## src/rtl/run_ctrl_pkg.sv

```systemverilog
// Shared state encoding and tohost decode constants for the CPU run controller.
package run_ctrl_pkg;

    typedef enum logic [1:0] {
        HOLD = 2'd0,
        RUN  = 2'd1,
        DONE = 2'd2
    } state_t;

    localparam int TOHOST_PASS = 1;
    localparam int EXIT_SHIFT  = 1;

endpackage

```

## src/rtl/run_ctrl_sat_cnt.sv

```systemverilog
// Saturating up-counter: clear has priority over increment, value sticks at all-ones.
module run_ctrl_sat_cnt #(
    parameter int W = 32
) (
    input  logic         clk,
    input  logic         reset_n,
    input  logic         clr,
    input  logic         inc,
    output logic [W-1:0] value
);

    always_ff @(posedge clk or negedge reset_n) begin
        if (!reset_n) begin
            value <= '0;
        end else if (clr) begin
            value <= '0;
        end else if (inc && (value != '1)) begin
            value <= value + 1'b1;
        end
    end

endmodule

```

## src/rtl/cpu_run_ctrl.sv

```systemverilog
// Run controller for cpu_top: reset sequencing, cycle/instret counting, end-of-run detection.
// Optional retire-stall watchdog is built when RUN_CTRL_STALL_WD_EN is defined.
module cpu_run_ctrl
    import run_ctrl_pkg::*;
#(
    parameter int                ADDR_W       = 32,
    parameter int                DATA_W       = 32,
    parameter int                CNT_W        = 32,
    parameter int                RESET_CYCLES = 2,
    parameter int                MAX_CYCLES   = 1000,
    parameter logic [ADDR_W-1:0] TOHOST_ADDR  = 'h0000_1000,
    parameter int                STALL_CYCLES = 64
) (
    input  logic              clk,
    input  logic              reset_n,
    input  logic              restart,
    input  logic              retire,
    input  logic              mon_valid,
    input  logic [ADDR_W-1:0] mon_addr,
    input  logic [DATA_W-1:0] mon_data,
    output logic              cpu_reset,
    output logic [CNT_W-1:0]  cycle_cnt,
    output logic [CNT_W-1:0]  instret_cnt,
    output logic              done,
    output logic              pass,
    output logic              timeout,
    output logic              stalled,
    output logic [DATA_W-1:0] exit_code
);

    localparam int HOLD_W = $clog2(RESET_CYCLES) + 1;
    // Timeout runs off its own timer so a narrow CNT_W cannot hide the budget.
    localparam int TMR_W  = $clog2(MAX_CYCLES) + 1;

    state_t            state, state_nx;
    logic [HOLD_W-1:0] hold_cnt;
    logic [TMR_W-1:0]  run_tmr;
    logic              in_run, restart_ok;
    logic              tohost_hit, tohost_pass, stall_hit, timeout_hit;

    assign in_run      = (state == RUN);
    assign restart_ok  = (state == DONE) && restart;
    assign tohost_hit  = in_run && mon_valid && (mon_addr == TOHOST_ADDR) && (mon_data != '0);
    assign tohost_pass = (mon_data == DATA_W'(TOHOST_PASS));
    assign timeout_hit = in_run && (run_tmr == TMR_W'(MAX_CYCLES - 1));

    run_ctrl_sat_cnt #(.W(CNT_W)) u_cycle_cnt (
        .clk, .reset_n, .clr(restart_ok), .inc(in_run), .value(cycle_cnt)
    );

    run_ctrl_sat_cnt #(.W(CNT_W)) u_instret_cnt (
        .clk, .reset_n, .clr(restart_ok), .inc(in_run && retire), .value(instret_cnt)
    );

    run_ctrl_sat_cnt #(.W(TMR_W)) u_run_tmr (
        .clk, .reset_n, .clr(restart_ok), .inc(in_run), .value(run_tmr)
    );

`ifdef RUN_CTRL_STALL_WD_EN
    localparam int STALL_W = $clog2(STALL_CYCLES) + 1;
    logic [STALL_W-1:0] stall_cnt;

    // Counts retire-free RUN cycles; the hit fires on the STALL_CYCLES-th one.
    run_ctrl_sat_cnt #(.W(STALL_W)) u_stall_cnt (
        .clk, .reset_n,
        .clr(restart_ok || (in_run && retire)),
        .inc(in_run && !retire),
        .value(stall_cnt)
    );

    assign stall_hit = in_run && !retire && (stall_cnt == STALL_W'(STALL_CYCLES - 1));
`else
    logic stall_unused;
    assign stall_unused = (STALL_CYCLES != 0);
    assign stall_hit    = 1'b0;
`endif

    always_comb begin
        state_nx = state;
        unique case (state)
            HOLD:    if (hold_cnt == HOLD_W'(RESET_CYCLES - 1)) state_nx = RUN;
            RUN:     if (tohost_hit || stall_hit || timeout_hit) state_nx = DONE;
            DONE:    if (restart) state_nx = HOLD;
            default: state_nx = HOLD;
        endcase
    end

    always_ff @(posedge clk or negedge reset_n) begin
        if (!reset_n) begin
            state     <= HOLD;
            hold_cnt  <= '0;
            cpu_reset <= 1'b1;
            done      <= 1'b0;
            pass      <= 1'b0;
            timeout   <= 1'b0;
            stalled   <= 1'b0;
            exit_code <= '0;
        end else begin
            state     <= state_nx;
            hold_cnt  <= (state == HOLD) ? hold_cnt + 1'b1 : '0;
            cpu_reset <= (state_nx != RUN);
            done      <= (state_nx == DONE);
            if (restart_ok) begin
                pass      <= 1'b0;
                timeout   <= 1'b0;
                stalled   <= 1'b0;
                exit_code <= '0;
            end else if (in_run && (state_nx == DONE)) begin
                // Exactly one cause flag: tohost beats stall beats timeout.
                if (tohost_hit) begin
                    pass      <= tohost_pass;
                    exit_code <= tohost_pass ? '0 : (mon_data >> EXIT_SHIFT);
                end else if (stall_hit) begin
                    stalled <= 1'b1;
                end else begin
                    timeout <= 1'b1;
                end
            end
        end
    end

endmodule
```

## config.mk

```make
export PLATFORM = sky130hd
export DESIGN_NAME = cpu_run_ctrl
export DESIGN_NICKNAME = d
export VERILOG_FILES = /design/src/rtl/run_ctrl_pkg.sv /design/src/rtl/run_ctrl_sat_cnt.sv /design/src/rtl/cpu_run_ctrl.sv
export SDC_FILE = /design/constraint.sdc
export NUM_CORES = 1
export LEC_CHECK = 0
export ABC_CLOCK_PERIOD_IN_PS = 2500
export CORE_MARGIN = 5
export CORE_UTILIZATION = 40
export DETAILED_ROUTE_END_ITERATION = 8
export HOLD_SLACK_MARGIN = 0.05
export PLACE_DENSITY = 0.7
export SLEW_MARGIN = 30
export SYNTH_ARGS = -nofsm -noshare
export SYNTH_HDL_FRONTEND = slang
export SYNTH_SLANG_ARGS = --single-unit
export TNS_END_PERCENT = 10
```

## constraint.sdc

```tcl
create_clock -name clk -period 2.5 [get_ports clk]
set_input_delay 0.5 -clock clk [delete_from_list [all_inputs] [get_ports clk]]
set_output_delay 0.5 -clock clk [all_outputs]
set_load 0.01 [all_outputs]
```

After elaboration in Yosys (flattened, before gate mapping) --
Index checks and enable logic that the tools add are counted.
Word-level totals: register bits after elaboration 115, bits in latches 0, bits in writable memories 0, memory bits (read-only) 0, output and inout port bits 101, memories kept 0
Operators by class: $add $sub $neg 4, multiply operators 0, divide/modulo/power cells 0, magnitude comparators 0, eq/ne operators 12, shift operators 0, mux-type cells 21, bitwise gates (word level) 0, reduce and logical (&&, ||, !) cells 20
Operators by type and width (count):
- 32-bit 2-to-1 mux | 7
- 32-bit by 1-bit adder with 32-bit output, second input constant | 2
- 32-bit != test, second input constant | 2
- 32-bit by 1-bit equality test with 1-bit output, second input constant | 1
- 32-bit by 13-bit equality test with 1-bit output, second input constant | 1
- 32-bit nonzero test | 1
- 31-bit 2-to-1 mux | 1
- 11-bit 2-to-1 mux | 2
- 11-bit by 1-bit adder with 11-bit output, second input constant | 1
- 11-bit by 10-bit equality test with 1-bit output, second input constant | 1
- 11-bit != test, second input constant | 1
- 1-bit logical AND | 10
- 2-bit nonzero test | 5
- 2-bit 2-to-1 mux | 4
- 1-bit 2-to-1 mux | 6
- 2-bit one-hot mux with 3 select lines | 1
- 2-bit by 1-bit equality test with 1-bit output, second input constant | 2
- 2-bit equality test, second input constant | 2
- 2-bit AND reduction | 2
- 2-bit by 1-bit adder with 2-bit output, second input constant | 1
- 2-bit zero test | 1
- 2-bit by 1-bit != test with 1-bit output, second input constant | 1
- 2-bit != test, second input constant | 1
- 1-bit logical OR | 1

Depth between registers and ports, before layout --
depth in word-level cells 11, depth in mapped cells 8, gate-level depth less buffers 6

Modules after synthesis --
From an unflattened synthesis, not the netlist that was laid out.
Unflattened totals: cells, all modules 588, area, all modules 5989.5 um2
Modules (own cells, without submodules):
- run_ctrl_sat_cnt at u_cycle_cnt ... | instances 2, cells each 198, area each 1854.3 um2, sequential area each 800.8 um2
- cpu_run_ctrl | instances 1, cells each 134, area each 1662.8 um2, sequential area each 977.2 um2
- run_ctrl_sat_cnt at u_run_tmr | instances 1, cells each 58, area each 618.1 um2, sequential area each 275.3 um2

Worst setup path after synthesis --
OpenSTA, ideal clock, no wires.
path type reg-to-reg, from register u_cycle_cnt.value[0], to register u_cycle_cnt.value[20], setup time 120 ps, arrival time 1949 ps, data required time 2380 ps, path slack 430 ps, cell stages (with the launch flop) 7, path through dfrtp_1 > ha_1 > and4b_1 > or4b_4 > a211oi_4 > a31oi_1 > a41o_1
Between the ends: longest elaborated chain between the ends 3, elaborated cells on any way between the ends 6, those cells by class add/sub (1); eq/ne (1); mux (2); reduce/logical (2)
RTL lines:
- start: declaration | line run_ctrl_sat_cnt.sv:9 | output logic [W-1:0] value
- start signal: assignment | line run_ctrl_sat_cnt.sv:18 | value <= value + 1'b1;
- 32-bit by 1-bit adder with 32-bit output / 32-bit != test (equally long branches) | line run_ctrl_sat_cnt.sv:18, run_ctrl_sat_cnt.sv:17
- 32-bit 2-to-1 mux / 1-bit logical AND (equally long branches) | line run_ctrl_sat_cnt.sv:17 | end else if (inc && (value != '1)) begin
- 32-bit 2-to-1 mux / 2-bit nonzero test (equally long branches)
Parallel ways exist; a longest one is shown, timed or not. The select of a mux whose other input is x is not followed. A chain may end at the register's enable or synchronous reset.

Worst setup path after layout --
from register u_cycle_cnt.value[12], to register u_cycle_cnt.value[21]
The elaborated chain is that of the path after synthesis.

==> impl_metrics.yaml <==
outcome:
  status: "finished, final reports clean"
worst_setup_path:
  crit_fanout: 16
  crit_path_top_delay_cell: "nor4_1"
  crit_type: "reg -> reg"
  worstPathArrival_ns: 2.58
  worstSetupEndpointType: "flop"
  max_stage_delay_ns: 0.56
  crit_family: "simple AND/OR/NAND/NOR gates"
  crit_path_cell_trace: "nand4_1 > nor4_1 > buf_4 > a31o_2 > o21ai_0 > a21oi_1"
  ff2ff_setup_slack_ns: 0.25
  reg2reg_depth: 6
  crit_path_start_kind: "flop"
  crit_buf_inv: 1
  required_ns: 2.83
  cp.depth: 6
detailed_routing:
  drc: 0
  drtIter0Drc: 324
  ant_nets: 0
  routed_wl_um: 17100
  firstDrtPassIters: 5
  via_per_inst: 5.68
  wl_per_cell_um: 17.8
  vias: 5446
yosys:
  syn_area_um2: 5640
  synth_ff_type: "dfrtp_1"
  ys_seq_area_frac: 0.506
  synthCells: 576
  yosys_warnings: 0
  synthArstFlopShare: 1.00
  ys_seq_elements: 114
  syn_avg_cell_area_um2: 9.80
  synth_edf_count: 0
  synth.distinct_cells: 56
floorplanning:
  initial_core_util: 0.407
  num_io_pins: 170
  rows: 43
  dieArea_um2: 16600
  core-area_um2: 13900
  die_w_um: 129
  die_h_um: 129
timing:
  clock.fmax_mhz: 445
  rsz0062_at_grt: "no"
  fin_worst_skew_ns: 0.0116
  relSlewSlack: 0.577
  setup_slack_ns: 0.255
  whs_ns: 0.105
  finalMaxSlewViolations: 0
  tightest_slew_ns: 0.634
  hold_viol: 0
  post-route-period-util: 0.898
  finalSetupViolCount: 0
  finalCriticalPeriod_ns: 2.25
power:
  p_comb_frac: 0.195
  p_sw_frac: 0.281
  power_density_nw_per_um2: 753
  seq_power_share: 0.377
  p_total_mw: 6.29
  power.switching_mw: 1.77
  p_leak_nw: 3.31
  max-vdd-ir-drop_v: 0.000573
  internal-power_mw: 4.52
  power_frac_clock: 0.427
place:
  gp_congestion: 0.865
  hpwl_um: 12600
  dp_slack_ns: -0.109
  io_buffer_count: 167
global_routing:
  grt_max_degree: 47
  grt_usage: 0.213
  gr-total-overflow: 0
  antenna_found_initial: 0
  grt_pass1_wl_um: 28000
  grt_pass1_vias: 5691
job:
  maxCapViolCount: 0
cts:
  cts.reportedPaths.clkPinSlew_ns: 0.05
  clock_latency_ns: 0.42
  root_buffer: "clkbuf_16"
  htree_levels: 4
  cts_max_path_buffers: 2
  cts_made_buffers: 17
  cts_tree: "built"
  clock-sinks: 114
final_layout:
  fillers: 1146
  num_antenna_cells: 0
  finalNetCount: 839
  syn2layout_area_growth_pct: 48.0
  layout-drive-gt1-share: 0.100
hold_path:
  holdCritPathClass: "in -> async"
## what timing repair did
item                                    4_1_cts  5_1_grt
resized for setup                             0        1
endpoints found under the setup margin        0        9
buffers inserted                              0        0
hold buffers                                  0        0
## worst paths after layout
| check | from | to |
|---|---|---|
| min | reset_n | u_cycle_cnt.value[6] |
| min in group clk | hold_cnt[0] | hold_cnt[0] |
| max | u_cycle_cnt.value[12] | u_cycle_cnt.value[21] |
| max in group asynchronous | reset_n | cpu_reset |
| max reg2reg | u_cycle_cnt.value[12] | u_cycle_cnt.value[21] |
| min reg2reg | hold_cnt[0] | hold_cnt[0] |
## registers in the layout, summed over array words and instances (netlist names)
signal / count
u_cycle_cnt.value: 32
u_instret_cnt.value: 32
exit_code: 31
u_run_tmr.value: 11
hold_cnt: 2
state: 2
cpu_reset: 1
done: 1
pass: 1
timeout: 1
## final cells by class
cell class                      count  area (µm²)  area share
Tap cell                          180         225      0.0270
Timing Repair Buffer              195        1920       0.229
Clock inverter                     12         204      0.0244
Multi-Input combinational cell    424        2640       0.317
Inverter                           14        52.6     0.00629
Sequential cell                   114        2850       0.342
Clock buffer                       20         457      0.0547
## worst register-to-register path: stages, from the launching register on
cell     delay (ns)
dfrtp_1        0.46
nand4_1        0.20
nor4_1         0.56
buf_4          0.28
a31o_2         0.35
o21ai_0        0.14
a21oi_1        0.17
## cells in the mapped netlist (all sizes together) (4+ instances only)
| master | instances | share of area |
|---|---|---|
| and4 | 8 | 0.012 |
| nand3 | 28 | 0.026 |
| o31ai | 14 | 0.020 |
| xnor2 | 9 | 0.014 |
| xor2 | 5 | 0.0078 |
| nor4 | 17 | 0.019 |
| nor2 | 35 | 0.023 |
| and3 | 7 | 0.0078 |
| a22o | 30 | 0.047 |
| mux2i | 6 | 0.011 |
| nor3 | 17 | 0.017 |
| or3 | 31 | 0.034 |
| a211oi | 5 | 0.0089 |
| a21oi | 45 | 0.040 |
| nand3b | 4 | 0.0075 |
| nand4 | 22 | 0.024 |
| or4 | 9 | 0.013 |
| nand2 | 49 | 0.033 |
| clkbuf | 18 | 0.012 |
| ha | 4 | 0.0089 |
| o21ai | 37 | 0.033 |
| o211ai | 8 | 0.011 |
| inv | 14 | 0.0093 |
| buf | 7 | 0.0075 |
| dfrtp | 113 | 0.50 |
| a31oi | 4 | 0.0044 |
## power groups by stage
stage / clock network, mW / logic [mW] / registers [mW]
6_report: 2.69 / 1.23 / 2.37
5_1_grt: 2.81 / 1.36 / 2.42
4_1_cts: 2.73 / 1.25 / 2.37
3_5_place_dp: 0 / 1.23 / 2.40
3_3_place_gp: 0 / 1.20 / 2.38
2_1_floorplan: 0 / 0.557 / 2.38
## kinds of logic (layout without fill, tap and decap cells)
logic type      Yosys count  in the layout  synth area share
compound gates          157            157             0.186
xor+xnor                 14             14            0.0217
fa+ha+maj                 4              4           0.00887
buf+inv                  39            241            0.0288
flops                   114            114             0.506
mux                       6              6            0.0106
other cells               1              2          0.000664
simple gates            241            241             0.237
## placed cells by master (no fill, tap or decap), types with 4 or more instances in the layout
cell type / n
a211oi_1: 4
a21oi_1: 44
a22o_1: 30
a31oi_1: 4
and3_1: 6
and4_1: 8
buf_4: 26
bufinv_16: 5
clkbuf_16: 17
clkdlybuf4s50_1: 166
dfrtp_1: 113
ha_1: 4
inv_1: 14
mux2i_1: 6
nand2_1: 49
nand3_1: 27
nand4_1: 22
nor2_1: 34
nor3_1: 15
nor4_1: 17
o211ai_1: 8
o21ai_0: 36
o31ai_1: 13
or3_1: 31
or4_1: 8
xnor2_1: 9
xor2_1: 5
## through the flow
step / TNS (ns) / utilization / instance area [µm²] / cells
3_5_place_dp: -2.94 / 0.554 / 7690 / 927
3_3_place_gp: -3.43 / 0.554 / 7690 / 927
2_1_floorplan: 0 / - / 5650 / 577
5_1_grt: 0 / 0.602 / 8350 / 959
6_report: 0 / 0.602 / 8350 / 959
4_1_cts: 0 / 0.602 / 8350 / 959
## metal layers
layer | track usage | share of wire | vias to the layer above
li1 | - | - | 2575
met1 | 0.254 | 0.40 | 2620
met2 | 0.351 | 0.49 | 231
met3 | 0.0843 | 0.089 | 20
met4 | 0.0747 | 0.017 | 0
met5 | 0 | 0 | -
No activity file was read; power rests on OpenSTA's default activity.
